<file path="src/rtl/aes_pkg.sv">
// Shared AES constants and byte-level helpers for the round datapath.
// Byte i of a state is bits [(15-i)*8 +: 8]; the state is column-major.
package aes_pkg;

  localparam int AES_STATE_W = 128;

  localparam logic [7:0] AES_POLY = 8'h1B;

  // Output byte i of forward ShiftRows takes input byte SR_FWD_IDX[i]; the inverse stage derives its table from this one.
  localparam logic [3:0] SR_FWD_IDX [16] = '{
    4'd0,  4'd5,  4'd10, 4'd15,
    4'd4,  4'd9,  4'd14, 4'd3,
    4'd8,  4'd13, 4'd2,  4'd7,
    4'd12, 4'd1,  4'd6,  4'd11
  };

  function automatic logic [7:0] xtime(input logic [7:0] x);
    return {x[6:0], 1'b0} ^ (x[7] ? AES_POLY : 8'h00);
  endfunction

  function automatic logic [AES_STATE_W-1:0] shift_rows_fwd(input logic [AES_STATE_W-1:0] s);
    logic [AES_STATE_W-1:0] r;
    int src;
    r = '0;
    for (int i = 0; i < 16; i++) begin
      src = int'(SR_FWD_IDX[i]);
      r[(15-i)*8 +: 8] = s[(15-src)*8 +: 8];
    end
    return r;
  endfunction

endpackage

</file>
<file path="src/rtl/mix_column_word.sv">
// MixColumns on one 32-bit column, row 0 in the most-significant byte.
module mix_column_word
  import aes_pkg::*;
(
  input  logic [31:0] col,
  output logic [31:0] mixed
);

  logic [7:0] a0, a1, a2, a3;
  logic [7:0] x0, x1, x2, x3;

  assign a0 = col[31:24];
  assign a1 = col[23:16];
  assign a2 = col[15:8];
  assign a3 = col[7:0];

  assign x0 = xtime(a0);
  assign x1 = xtime(a1);
  assign x2 = xtime(a2);
  assign x3 = xtime(a3);

  // 3a = xtime(a) ^ a
  assign mixed[31:24] = x0 ^ (x1 ^ a1) ^ a2 ^ a3;
  assign mixed[23:16] = a0 ^ x1 ^ (x2 ^ a2) ^ a3;
  assign mixed[15:8]  = a0 ^ a1 ^ x2 ^ (x3 ^ a3);
  assign mixed[7:0]   = (x0 ^ a0) ^ a1 ^ a2 ^ x3;

endmodule

</file>
<file path="src/rtl/shift_rows_mix_stage.sv">
// Forward AES ShiftRows + optional MixColumns, followed by a 2-entry output FIFO.
// Handshake: a beat moves when valid && ready on the same rising edge; in_ready depends only on stored count.
module shift_rows_mix_stage
  import aes_pkg::*;
#(
  parameter int DATA_W = AES_STATE_W,
  parameter int DEPTH  = 2
) (
  input  logic              clk,
  input  logic              reset,
  input  logic              in_valid,
  output logic              in_ready,
  input  logic              in_last,
  input  logic [DATA_W-1:0] data_in,
  output logic              out_valid,
  input  logic              out_ready,
  output logic              out_last,
  output logic [DATA_W-1:0] data_out
);

  logic [DATA_W-1:0] shifted;
  logic [DATA_W-1:0] mixed;
  logic [DATA_W-1:0] transformed;

  logic [DATA_W-1:0] mem_data [DEPTH];
  logic              mem_last [DEPTH];
  logic              wr_ptr;
  logic              rd_ptr;
  logic [1:0]        count;
  logic              push;
  logic              pop;

  assign shifted = shift_rows_fwd(data_in);

  for (genvar c = 0; c < 4; c++) begin : g_mix
    mix_column_word u_mix (
      .col   (shifted[c*32 +: 32]),
      .mixed (mixed[c*32 +: 32])
    );
  end

  assign transformed = in_last ? shifted : mixed;

  assign in_ready  = (count != 2'(DEPTH));
  assign out_valid = (count != 2'd0);
  assign push      = in_valid && in_ready;
  assign pop       = out_valid && out_ready;

  // Gating on out_valid keeps outputs at zero after reset without resetting storage.
  assign data_out = out_valid ? mem_data[rd_ptr] : '0;
  assign out_last = out_valid ? mem_last[rd_ptr] : 1'b0;

  always_ff @(posedge clk) begin
    if (push) begin
      mem_data[wr_ptr] <= transformed;
      mem_last[wr_ptr] <= in_last;
    end
  end

  always_ff @(posedge clk or negedge reset) begin
    if (!reset) begin
      wr_ptr <= 1'b0;
      rd_ptr <= 1'b0;
      count  <= 2'd0;
    end else begin
      if (push) wr_ptr <= ~wr_ptr;
      if (pop)  rd_ptr <= ~rd_ptr;
      case ({push, pop})
        2'b10:   count <= count + 2'd1;
        2'b01:   count <= count - 2'd1;
        default: count <= count;
      endcase
    end
  end

endmodule

</file>
<file path="config.mk">
export PLATFORM = sky130hd
export DESIGN_NAME = shift_rows_mix_stage
export DESIGN_NICKNAME = d
export VERILOG_FILES = /design/src/rtl/aes_pkg.sv /design/src/rtl/mix_column_word.sv /design/src/rtl/shift_rows_mix_stage.sv
export SDC_FILE = /design/constraint.sdc
export NUM_CORES = 1
export LEC_CHECK = 0
export CAP_MARGIN = 20
export CORE_AREA = 2 2 219 221
export CTS_CLUSTER_DIAMETER = 60
export DETAILED_ROUTE_END_ITERATION = 10
export DIE_AREA = 0 0 221 223
export HOLD_SLACK_MARGIN = 0.12
export SYNTH_ARGS = -nofsm -noshare
export SYNTH_HDL_FRONTEND = slang
export SYNTH_SLANG_ARGS = --single-unit
</file>
<file path="constraint.sdc">
create_clock -name clk -period 16.31 [get_ports clk]
set_input_delay 3.262 -clock clk [delete_from_list [all_inputs] [get_ports clk]]
set_output_delay 3.262 -clock clk [all_outputs]
set_load 0.03 [all_outputs]
</file>
==> flow_summary.yaml <==
run_status:
  status: "completed"
timing:
  setup_viol: 0
  period_minus_slack_ns: 6.72
  skew_ns: 0.0204
  whs_ns: 0.554
  finalHoldViolCount: 0
  rsz0062_at_grt: "false"
  worst_slew_pin_slew_ns: 1.15
  min_period_over_period_pct: 41.2
  setup_tns_ns: 0
  fmax_mhz: 149
  slew_headroom_pct: 23.6
  slew_viol_final: 0
cts:
  cts-root-buf: "clkbuf_16"
  clock_path_buffers: 3
  cts_resized: 0
  cts-hold-fix-buffers: 0
  worstSkewPairLatency_ns: 0.52
  clock-sinks: 262
  path_clk_slew_ns: 0.05
  postCtsSetupRepairBufs: 0
  cts_tree: "built"
  cts_made_buffers: 34
  htreeDepth: 2
synthesis:
  synth-seq-cells: 262
  synth_ff_type: "edfxtp_1"
  yosys_warnings: 0
  synth_fp_nets: 1308
  syn_area_mm2: 0.0163
  synth-seq-area-share_pct: 48.2
  synth.most_common_cell: "edfxtp_1"
  synth_cells: 1174
  synth_top_area_share_pct: 47.6
  yosys.area.top_type: "edfxtp_1"
  synth_edf_count: 258
  synthArstFlopShare_pct: 1.53
  postSynthAreaPerCell_um2: 13.9
  synth_cell_types: 27
  synth_common_cells: "edfxtp_1, xnor3_1, nor2_1"
  synth_top_cells_by_area: "edfxtp_1, xnor3_1, mux2i_1"
worst_hold_path:
  hp-class: "reg2reg"
worst_setup_path:
  slowest_stage: "buf_4"
  startpoint_type: "flip-flop"
  required_ns: 13.05
  cp_max_fo: 56
  crit_type: "reg2out"
  slowest_delay_ns: 0.95
  arrival_ns: 3.46
  crit_chain: "buf_4, mux2i_1, nor2_1, clkdlybuf4s50_1"
  endpoint_kind: "output port"
layout:
  layout-drive-gt1-share_pct: 5.93
  num-nets-final: 1525
  n_fill_cell: 4322
  synthToLayoutAreaGrowth_pct: 25.9
  antennaDiodeCount: 0
  multiInputGateArea_mm2: 0.00802
  seq_area_mm2: 0.00785
floorplanning:
  ios: 264
  fp.dieW_um: 221
  start_util_pct: 34.5
  die_h_um: 223
  rows: 80
  fp.dieArea_mm2: 0.0493
  core_area_mm2: 0.0471
global_route:
  grt_pass1_vias: 9931
  grt_usage_pct: 15.8
  use_met3_pct: 3.07
  met1_usage_pct: 22.1
  antenna_found_initial: 0
  grt-ovfl-total: 0
  grt_pass1_wl_um: 59800
  busiest_layer: "met2"
  gr-usage-met2_pct: 25.0
  grt_max_degree: 144
drt:
  drc: 0
  dr.pass1.iters: 4
  drt_iter0_markers: 563
  viasPerCell: 4.71
  drt-total-wl_um: 39100
  vias: 9566
  drt-wirelength-per-cell_um: 19.3
  postRouteAntennaNets: 0
placement:
  dp_hpwl_um: 27100
  gp_congestion: 0.797
  portBuffers: 263
pwr:
  power.leakage_nw: 8.62
  irDropWorstVdd_mv: 0.173
  p_per_area_mw_per_mm2: 169
run:
  cap_violations: 0
-- metrics by stage --
| stage | std cells | area (µm²) | setup slack [ns] | util, % | total power, mW |
|---|---|---|---|---|---|
| 2_1_floorplan | 1174 | 16300 | 6.96 | - | 2.12 |
| 3_3_place_gp | 1969 | 19300 | 9.98 | 41.0 | 2.73 |
| 3_5_place_dp | 1970 | 19400 | 10.09 | 41.0 | 2.75 |
| 4_1_cts | 2032 | 20500 | 9.52 | 43.4 | 3.51 |
| 5_1_grt | 2032 | 20500 | 9.44 | 43.4 | 3.62 |
| 6_report | 2032 | 20500 | 9.59 | 43.4 | 3.45 |
-- worst max-delay path: cells and delay by family, from the launching register on --
kind / cells / cell delay (ns)
buffers and inverters: 2 / 1.64
flip-flops: 1 / 0.73
multiplexers: 1 / 0.34
AND/OR/NAND/NOR: 1 / 0.20
-- sequential cells by signal, summed over array words and instances (netlist names) --
name	count
mem_data	256
count	2
mem_last	2
rd_ptr	1
wr_ptr	1
-- layout by cell type (no fill, tap or decap), types with 3 or more instances in the layout --
| cell | n |
|---|---|
| xor3_2 | 4 |
| nand2_1 | 121 |
| clkinv_1 | 8 |
| edfxtp_1 | 258 |
| clkdlybuf4s50_1 | 262 |
| xnor2_1 | 63 |
| dfrtp_1 | 3 |
| xor2_1 | 73 |
| xor3_1 | 18 |
| inv_6 | 4 |
| o21ai_1 | 13 |
| mux2i_1 | 129 |
| clkbuf_1 | 4 |
| o21ai_0 | 107 |
| buf_4 | 7 |
| xor2_2 | 7 |
| nor2_1 | 130 |
| clkbuf_16 | 37 |
| xnor3_1 | 140 |
| mux2_2 | 8 |
-- worst paths after layout --
check                                           from                        end  slack [ns]  depth (start not counted)
worst max-delay path              rd_ptr$_DFFE_PN0P_              data_out[101]        9.59                          4
worst min-delay path            count[1]$_DFFE_PN0P_       count[1]$_DFFE_PN0P_        0.55                          1
worst max register to register  count[0]$_DFFE_PN0P_  mem_data[0][31]$_DFFE_PP_       13.33                          5
worst min register to register  count[1]$_DFFE_PN0P_       count[1]$_DFFE_PN0P_        0.55                          1
max in group asynchronous                      reset         rd_ptr$_DFFE_PN0P_       13.16                          1
min in group asynchronous                      reset       count[0]$_DFFE_PN0P_        2.94                          1
-- final cells by class --
cell class / count / area share [%]
clock buffers: 43 / 4.73
clock inverters: 19 / 0.788
inverters: 1 / 0.0183
multi-input cells: 821 / 39.2
flip-flops and latches: 262 / 38.3
well taps: 615 / 3.76
repair buffers: 271 / 13.2
-- logic make-up (layout without fill, tap and decap cells) --
family,Yosys count,after routing,share of synthesized area (%)
xor+xnor,307,307,31.0
flops,262,262,48.2
simple gates,256,256,5.95
mux,137,137,8.49
compound gates,120,120,3.69
buf+inv,91,334,2.60
fa+ha+maj,1,1,0.0769
-- power by group --
group	switching, mW	internal (mW)
clock network	0.289	0.455
logic	0.981	0.704
registers	0.0557	0.967
-- routing by layer --
metal	routed length, µm	vias to the layer above
met5	0	-
met4	753	0
met3	1970	50
met2	18100	251
met1	18300	4671
li1	-	4594
Power figures use the tool's default switching activity.
